### src/rtl/layer_header_fetch.sv
// Scans the per-layer header register file on each start and forwards the
// headers of enabled layers downstream over a valid/ready handshake.
module layer_header_fetch #(
    parameter int NUM_LAYERS = 32,
    parameter int LAYER_W    = 5,
    parameter int ENABLE_BIT = 0
) (
    input  logic               clk,
    input  logic               rst_n,
    input  logic               start,
    input  logic               abort,
    output logic [LAYER_W-1:0] pipe_layer,
    input  logic [127:0]       pipe_allRegisters,
    output logic               hdr_valid,
    input  logic               hdr_ready,
    output logic [127:0]       hdr_data,
    output logic [LAYER_W-1:0] hdr_layer,
    output logic               busy,
    output logic               done
);

    typedef enum logic [2:0] {IDLE, READ, EVAL, OUT, FIN} state_t;

    localparam logic [LAYER_W-1:0] LAST = LAYER_W'(NUM_LAYERS - 1);

    state_t             state, state_nxt;
    logic [LAYER_W-1:0] idx, idx_nxt;
    logic               hdr_valid_nxt;
    logic               load_hdr;

    always_comb begin
        state_nxt     = state;
        idx_nxt       = idx;
        hdr_valid_nxt = hdr_valid;
        load_hdr      = 1'b0;
        case (state)
            IDLE: begin
                idx_nxt = '0;
                if (start) state_nxt = READ;
            end
            READ: state_nxt = EVAL;
            EVAL: begin
                // Read data for idx arrives one cycle after the address, i.e. now.
                if (pipe_allRegisters[ENABLE_BIT]) begin
                    load_hdr      = 1'b1;
                    hdr_valid_nxt = 1'b1;
                    state_nxt     = OUT;
                end else if (idx == LAST) begin
                    state_nxt = FIN;
                end else begin
                    idx_nxt   = idx + LAYER_W'(1);
                    state_nxt = READ;
                end
            end
            OUT: begin
                if (hdr_valid && hdr_ready) begin
                    hdr_valid_nxt = 1'b0;
                    if (idx == LAST) begin
                        state_nxt = FIN;
                    end else begin
                        idx_nxt   = idx + LAYER_W'(1);
                        state_nxt = READ;
                    end
                end
            end
            FIN: begin
                idx_nxt   = '0;
                state_nxt = IDLE;
            end
            default: begin
                idx_nxt   = '0;
                state_nxt = IDLE;
            end
        endcase
        // Abort overrides everything; the last captured payload is kept.
        if (abort) begin
            state_nxt     = IDLE;
            idx_nxt       = '0;
            hdr_valid_nxt = 1'b0;
            load_hdr      = 1'b0;
        end
    end

    always_ff @(posedge clk or negedge rst_n) begin
        if (!rst_n) begin
            state     <= IDLE;
            idx       <= '0;
            hdr_valid <= 1'b0;
            hdr_data  <= '0;
            hdr_layer <= '0;
        end else begin
            state     <= state_nxt;
            idx       <= idx_nxt;
            hdr_valid <= hdr_valid_nxt;
            if (load_hdr) begin
                hdr_data  <= pipe_allRegisters;
                hdr_layer <= idx;
            end
        end
    end

    assign pipe_layer = idx;
    assign busy       = (state == READ) || (state == EVAL) || (state == OUT);
    assign done       = (state == FIN);

endmodule

### config.mk
export PLATFORM = sky130hd
export DESIGN_NAME = layer_header_fetch
export DESIGN_NICKNAME = d
export VERILOG_FILES = /design/src/rtl/layer_header_fetch.sv
export SDC_FILE = /design/constraint.sdc
export NUM_CORES = 1
export LEC_CHECK = 0
export CAP_MARGIN = 20
export CELL_PAD_IN_SITES_DETAIL_PLACEMENT = 1
export CELL_PAD_IN_SITES_GLOBAL_PLACEMENT = 1
export CORE_AREA = 2 2 109 111
export DETAILED_ROUTE_END_ITERATION = 10
export DIE_AREA = 0 0 111 113
export DONT_BUFFER_PORTS = 1
export GPL_TIMING_DRIVEN = 0
export PLACE_DENSITY_LB_ADDON = 0.1
export SYNTH_ARGS = -nofsm -noshare
export SYNTH_HDL_FRONTEND = slang
export SYNTH_SLANG_ARGS = --single-unit
export TNS_END_PERCENT = 10
### constraint.sdc
create_clock -name clk -period 1.91 [get_ports clk]
set_input_delay 0.382 -clock clk [delete_from_list [all_inputs] [get_ports clk]]
set_output_delay 0.382 -clock clk [all_outputs]
set_load 0.05 [all_outputs]
Yosys cells after proc, flatten, opt, wreduce, memory -nomap -nowiden
Index checks and enable logic that the tools add are counted.
{"block": "op_classes", "n_addsub": 1, "n_mul": 0, "div": 0, "n_lt_le_gt_ge": 0, "n_eq_ne": 10, "n_shift": 0, "mux": 18, "n_bitwise": 0, "n_reduce_logical": 8}
{"op": "5-bit two-way mux", "count": 4}
{"op": "3-bit two-way mux", "count": 5}
{"op": "5-bit one-hot mux with 3 select lines", "count": 1}
{"op": "3-bit != test (second input constant)", "count": 4}
{"op": "3-bit one-hot mux with 4 select lines", "count": 1}
{"op": "3-bit by 2-bit equality test with 1-bit output (second input constant)", "count": 2}
{"op": "1-bit two-way mux", "count": 6}
{"op": "3-bit AND reduction", "count": 2}
{"op": "5-bit by 1-bit adder with 5-bit output (second input constant)", "count": 1}
{"op": "5-bit equality test (second input constant)", "count": 1}
{"op": "3-bit by 1-bit equality test with 1-bit output (second input constant)", "count": 1}
{"op": "3-bit equality test (second input constant)", "count": 1}
{"op": "3-bit logical NOT", "count": 1}
{"op": "3-bit nonzero test", "count": 1}
{"op": "1-bit logical OR", "count": 2}
{"op": "2-bit != test (second input constant)", "count": 1}
{"op": "1-bit one-hot mux with 2 select lines", "count": 1}
{"op": "2-bit AND reduction", "count": 1}
{"op": "1-bit logical AND", "count": 1}
{"block": "totals", "register_bits": 142, "latch_bits": 0, "ram_bits": 0, "mem_bits_ro": 0, "inputBits": 133, "out_inout_bits": 141, "elab_cells": 42, "n_memories": 0}

Logic depth before layout (Yosys ltp)
Gate-level depths: netlist of run 1.
{"block": "logic_depth", "ltp_word": 5, "depth_mapped": 7}

Worst setup path after synthesis of run 1
No wires, ideal clock.
{"block": "synth_path", "path_kind": "register to register", "start": "register idx[0] (netlist: pipe_layer[0])", "end": "register idx[0] (netlist: pipe_layer[0])", "arrival_time_ns": 1.847, "t_required_ns": 1.785, "path_slack_ns": -0.062, "path_stages_with_launch": 8, "path_cell_list": "dfrtp_1 ha_1 and3_1 ha_1 nand2_1 and3_1 o21ai_0 mux2_2"}
{"block": "synth_via", "elab_chain_len": 5, "word_cells_on_any_way": 7, "classes_between": "add/sub: 1; eq/ne: 1; mux: 5"}
{"item": "from (decl)", "line": "27", "source": "logic [LAYER_W-1:0] idx, idx_nxt;"}
{"item": "from (signal assigned)", "line": "93", "source": "idx <= idx_nxt;"}
{"item": "5-bit by 1-bit adder with 5-bit output / 5-bit equality test (equally long branches)"}
{"item": "5-bit two-way mux (*)", "line": "48, 58"}
{"item": "5-bit two-way mux, on equally long branches", "line": "56, 44"}
{"item": "5-bit one-hot mux with 3 select lines (*)", "line": "36", "source": "case (state)"}
{"item": "5-bit two-way mux (*)", "line": "76", "source": "if (abort) begin"}
Mark *: on every way between the ends. The rest lies on a longest branch, timed or not. The select of a mux whose other input is x is not followed.
A chain may end at the register's enable or synchronous reset.

Worst setup path after layout of run 1
Ends and elaborated chain as after synthesis.

==> flow_summary.toml, run 1 <==
[timing]
clock_skew_ps = 6.228
clock.fmax_mhz = 531.9
slew_headroom_pct = 61.33
finalHoldViolations = 142
rsz0062_at_grt = "true"
setup_viol = 0
period_minus_slack_ps = 1880
drv_slew = 0
finalCritPeriodShare_pct = 98.43
timing.hold.ws_ps = -341.4
tightest_slew_ps = 580.0

[cts]
cts_tree = "yes"
h-tree-depth = 4
post_cts_buffers = 0
clkSlewWorstSetupHoldPaths_ps = 50
cts-root-buf = "clkbuf_16"
clock_sinks = 142
clock_latency_ps = 410
cts_buffers = 17
clockBufferDepth = 2

[placement]
post-place-cells = 477
dpl-instance-area_um2 = 5664
place_congestion = 0.7672
numPortBuffers = 0
place_hpwl_um = 9404

[finish]
area_delta_synth_final_pct = 15.40
drive_gt1_share_pct = 32.88
postLayoutCellArea_um2 = 6327
fin_nets = 488
fin_cells = 509

[critical_path]
slowest_stage = "dfrtp_4"
arrival_ps = 2180
cp_max_fo = 5
cp-start-kind = "flop"
worstPathCellList = "ha_4 > and3_1 > ha_2 > nand2_1 > and3_4 > o21ai_2 > mux2_2"
cp_data_required_time_ps = 2210
worstSetupPathType = "reg -> reg"
critPathMaxStageDelay_ps = 580
worst_setup_path_end_kind = "flop"

[global_routing]
antenna_found_initial = 3
grt_util_all_layers_pct = 20.23
grt_pass1_vias = 3212
grt_pass1_wl_um = 18680
grt-ovfl-total = 0
grt_max_degree = 143

[route]
drtPass1Iterations = 4
vias = 2879
detail_route.iter0.violations = 125
vias_per_cell = 5.656
drc = 0
ant_nets = 0
wire_per_inst_um = 24.58
wl_um = 12510

[die]
core_um2 = 11270
pin_count = 274
start_util_pct = 48.64
die_x_um = 111
die_area_um2 = 12540
die_h_um = 113
rows = 39

[synth]
synth_top_cell_by_area = "dfrtp_1"
synth.area.top_cells = "dfrtp_1 65%, mux2_1 14%, mux2_2 13%, buf_6 1.6%, buf_2 0.64%"
syn-num-nets = 469
async_reset_ff_share_pct = 100.0
ys_ff_latch = 142
netlist_instances = 334
synth_common_cells = "142 x dfrtp_1, 69 x mux2_1, 65 x mux2_2, 8 x buf_6, 7 x buf_2"
synth_ff_type = "dfrtp_1"
synth_edf_count = 0
synth_cell_type_count = 30
synth.cell_area_um2 = 5483
ys_seq_area_share_pct = 64.81
synth_top_cell_area_share_pct = 64.81
avgSynthCellArea_um2 = 16.42
synth.most_common_cell = "dfrtp_1"
yosysWarningCount = 0

[run_status]
violations = "hold timing"
outcome = "complete, but fails checks"

[hold_path]
hp-class = "in -> async"

[job]
max_cap_viol_count = 0
-- area by class of cell --
cell class	count	area [um^2]
Fill cell	1054	4945
Sequential cell	142	3563
Multi-Input combinational cell	176	1851
Clock buffer	26	499.2
Tap cell	143	178.9
Buffer	15	125.1
Clock inverter	5	103.9
Inverter	1	3.754
Antenna cell	1	2.502
-- path summary, 6_finish.rpt --
| kind | end | depth (start not counted) | start | slack, ps |
|---|---|---|---|---|
| max | pipe_layer[0] | 7 | pipe_layer[0] | 30 |
| max in group asynchronous | hdr_data[21] | 0 | rst_n | 2070 |
| max reg2reg | pipe_layer[0] | 7 | pipe_layer[0] | 30 |
| min reg2reg | pipe_layer[1] | 1 | pipe_layer[1] | 770 |
| min in group clk | hdr_valid | 1 | abort | 30 |
| min | hdr_data[102] | 0 | rst_n | -340 |
-- worst max-delay path, delay by kind of cell, from the launching register on --
family	cells	cell delay [ps]
adders and majority gates	2	400
and+or+nand+nor	3	440
muxes	1	270
AOI/OAI and AO/OA	1	70
DFF	1	580
-- what timing repair did --
item	4_1_cts	5_1_grt
hold endpoints to repair	142	142
endpoints found under the setup margin	7	6
pin swaps	0	1
resized for setup	11	6
-- per-layer routing --
metal,up-vias,share of wire (%),GRT usage (%)
li1,1228,-,-
met1,1470,32,18.64
met2,160,55,36.56
met3,19,12,11.73
met4,2,1.6,8.167
met5,-,0.10,0
-- layout by cell type (no fill, tap or decap), drive strengths merged, types with 2 or more instances in the layout --
| cell | netlist | final |
|---|---|---|
| ha | 2 | 2 |
| o21ai | 3 | 3 |
| nand2b | 2 | 2 |
| nor4 | 2 | 2 |
| a21oi | 3 | 3 |
| dfrtp | 142 | 142 |
| a22o | 3 | 3 |
| and2 | 2 | 2 |
| nor2b | 3 | 3 |
| clkinv | 0 | 2 |
| and3 | 3 | 3 |
| nor2 | 5 | 5 |
| nand2 | 3 | 3 |
| buf | 15 | 15 |
| clkbuf | 0 | 26 |
| bufinv | 0 | 3 |
| mux2 | 134 | 134 |
-- through the flow --
| stage | utilization (%) | setup slack (ps) | setup TNS (ps) |
|---|---|---|---|
| final | 56.13 | 29.97 | 0 |
| after global routing | 56.13 | -27.04 | -65.75 |
| after CTS | 55.88 | 2.262 | 0 |
| after detailed placement | 50.25 | -102.7 | -346.5 |
| after global placement | 50.25 | -100.9 | -329.9 |
| after floorplan | - | 50.33 | 0 |
-- state kept, by name, summed over array words and instances, names as in the netlist --
signal and count:
hdr_layer 5, state 3, hdr_valid 1, pipe_layer 5
hdr_data 128
-- logic make-up after synthesis --
| kind of cell | synth area share, % |
|---|---|
| AO/OA/AOI/OAI | 1.643 |
| adder cells (fa/ha/maj) | 0.4563 |
| buffers and inverters | 2.350 |
| flip-flops | 64.81 |
| multiplexers | 27.70 |
| AND/OR/NAND/NOR | 3.035 |
Power of run 1 is not shown: default switching activity piles up to over one toggle a cycle in this logic, so the estimate is an artifact.
==> inputs of run 2 (changes only) <==
--- a/config.mk
+++ b/config.mk
@@ -13,7 +13,7 @@
 export DIE_AREA = 0 0 111 113
 export DONT_BUFFER_PORTS = 1
 export GPL_TIMING_DRIVEN = 0
-export PLACE_DENSITY_LB_ADDON = 0.1
+export PLACE_DENSITY = 0.78
 export SYNTH_ARGS = -nofsm -noshare
 export SYNTH_HDL_FRONTEND = slang
 export SYNTH_SLANG_ARGS = --single-unit
==> flow_summary.toml, run 2 (same netlist as run 1, synthesis figures left out) <==
[finish]
most-common-layout-cells = "138 x dfrtp_1, 69 x mux2_1, 65 x mux2_2, 17 x clkbuf_16, 8 x buf_6"
largest_register = "hdr_data"
regArea_um2 = 3563
mostFrequentLayoutCell = "dfrtp_1"
postLayoutCellArea_um2 = 6317
largest_reg_flops = 128
area_delta_synth_final_pct = 15.22
fill_cells = 1036
drive_gt1_share_pct = 33.42
multiInputGateArea_um2 = 1872
fin_nets = 488

[critical_path]
critPathBufInv = 0
r2r-start = "pipe_layer[0]"
crit_path_end = "pipe_layer[0]"
crit_family = "flip-flops"
path_depth = 7
r2r_slack_ps = 3
worst_setup_path_end_kind = "flop"
cp_data_required_time_ps = 2200
critPathMaxStageDelay_ps = 580
cp_max_fo = 5
worstSetupPathType = "reg -> reg"
cp-start-kind = "flop"
slowest_stage = "dfrtp_4"
arrival_ps = 2200
critPathLaunch = "pipe_layer[0]"
rr_worst_depth = 7
worstPathCellList = "ha_4 > and3_4 > ha_4 > nand2_1 > and3_4 > o21ai_2 > mux2_2"
r2r_end = "pipe_layer[0]"

[timing]
slew_headroom_pct = 58.21
rsz0062_at_grt = "true"
finalCritPeriodShare_pct = 99.86
clock_skew_ps = 10.75
setup_viol = 0
timing.hold.ws_ps = -341.8
period_minus_slack_ps = 1907
finalHoldViolations = 142
tightest_slew_ps = 626.9
clock.fmax_mhz = 524.3
drv_slew = 0

[global_routing]
grt-ovfl-total = 0
grt_pass1_wl_um = 19600
grt_max_degree = 143
grt_util_all_layers_pct = 20.96
grt_pass1_vias = 3345
antenna_found_initial = 2

[cts]
cts_buffers = 17
cts_tree = "yes"
clock_sinks = 142
h-tree-depth = 4
cts-root-buf = "clkbuf_16"
clock_latency_ps = 410
clockBufferDepth = 2
clkSlewWorstSetupHoldPaths_ps = 60

[die]
start_util_pct = 48.64
core_um2 = 11270
pin_count = 274
die_x_um = 111
die_h_um = 113
die_area_um2 = 12540
rows = 39

[hold_path]
hp-class = "in -> async"

[route]
wire_per_inst_um = 25.37
wl_um = 12940
detail_route.iter0.violations = 70
ant_nets = 0
vias_per_cell = 5.694
drc = 0
drtPass1Iterations = 5
vias = 2904

[run_status]
outcome = "complete, but fails checks"
violations = "hold timing"

[placement]
place_hpwl_um = 9586
numPortBuffers = 0
dpl-instance-area_um2 = 5664
place_congestion = 0.7747

[job]
max_cap_viol_count = 0
==> run 2: through the flow <==
step / std cells / setup slack (ps) / TNS [ps] / utilization, %
after floorplan: 334 / 50.33 / 0 / -
after global placement: 477 / -90.62 / -287.0 / 50.25
after detailed placement: 477 / -212.5 / -655.0 / 50.25
after CTS: 508 / -25.72 / -42.13 / 55.72
after global routing: 509 / -48.16 / -109.7 / 56.02
final: 510 / 2.636 / 0 / 56.04
==> run 2: worst min-delay path by stage <==
stage	startpoint	to	slack, ps	cells past startpoint
finish	rst_n	hdr_data[109]	-340	0
global route	rst_n	hdr_data[107]	-360	0
CTS	rst_n	hdr_data[106]	-360	0
detailed placement	rst_n	hdr_data[106]	90	0
global placement	rst_n	hdr_data[106]	90	0
floorplan	rst_n	hdr_data[0]	90	0
==> run 2: what timing repair did <==
item,4_1_cts,5_1_grt
endpoints found under the setup margin,7,7
pin swaps,0,1
gates cloned,0,0
gates resized for setup,15,5
endpoints found under the hold margin,142,142
setup buffers,0,0
==> run 2: routing by layer <==
layer  up-vias  wire (um)  global-route usage [%]
li1       1224          -                       -
met1      1468       4151                   20.09
met2       189       6885                   37.63
met3        23       1645                   11.36
met4         0        259                   8.417
met5         -          0                       0
==> run 2: area by class of cell <==
type / instances / area share (%)
antenna: 2 / 0.07922
buffer: 15 / 1.981
clock buffer: 25 / 7.685
clock inverter: 6 / 1.327
inverter: 1 / 0.05942
multi-input combinational: 176 / 29.63
sequential: 142 / 56.41
tap: 143 / 2.832
Power of run 2 is left out for the same reason.
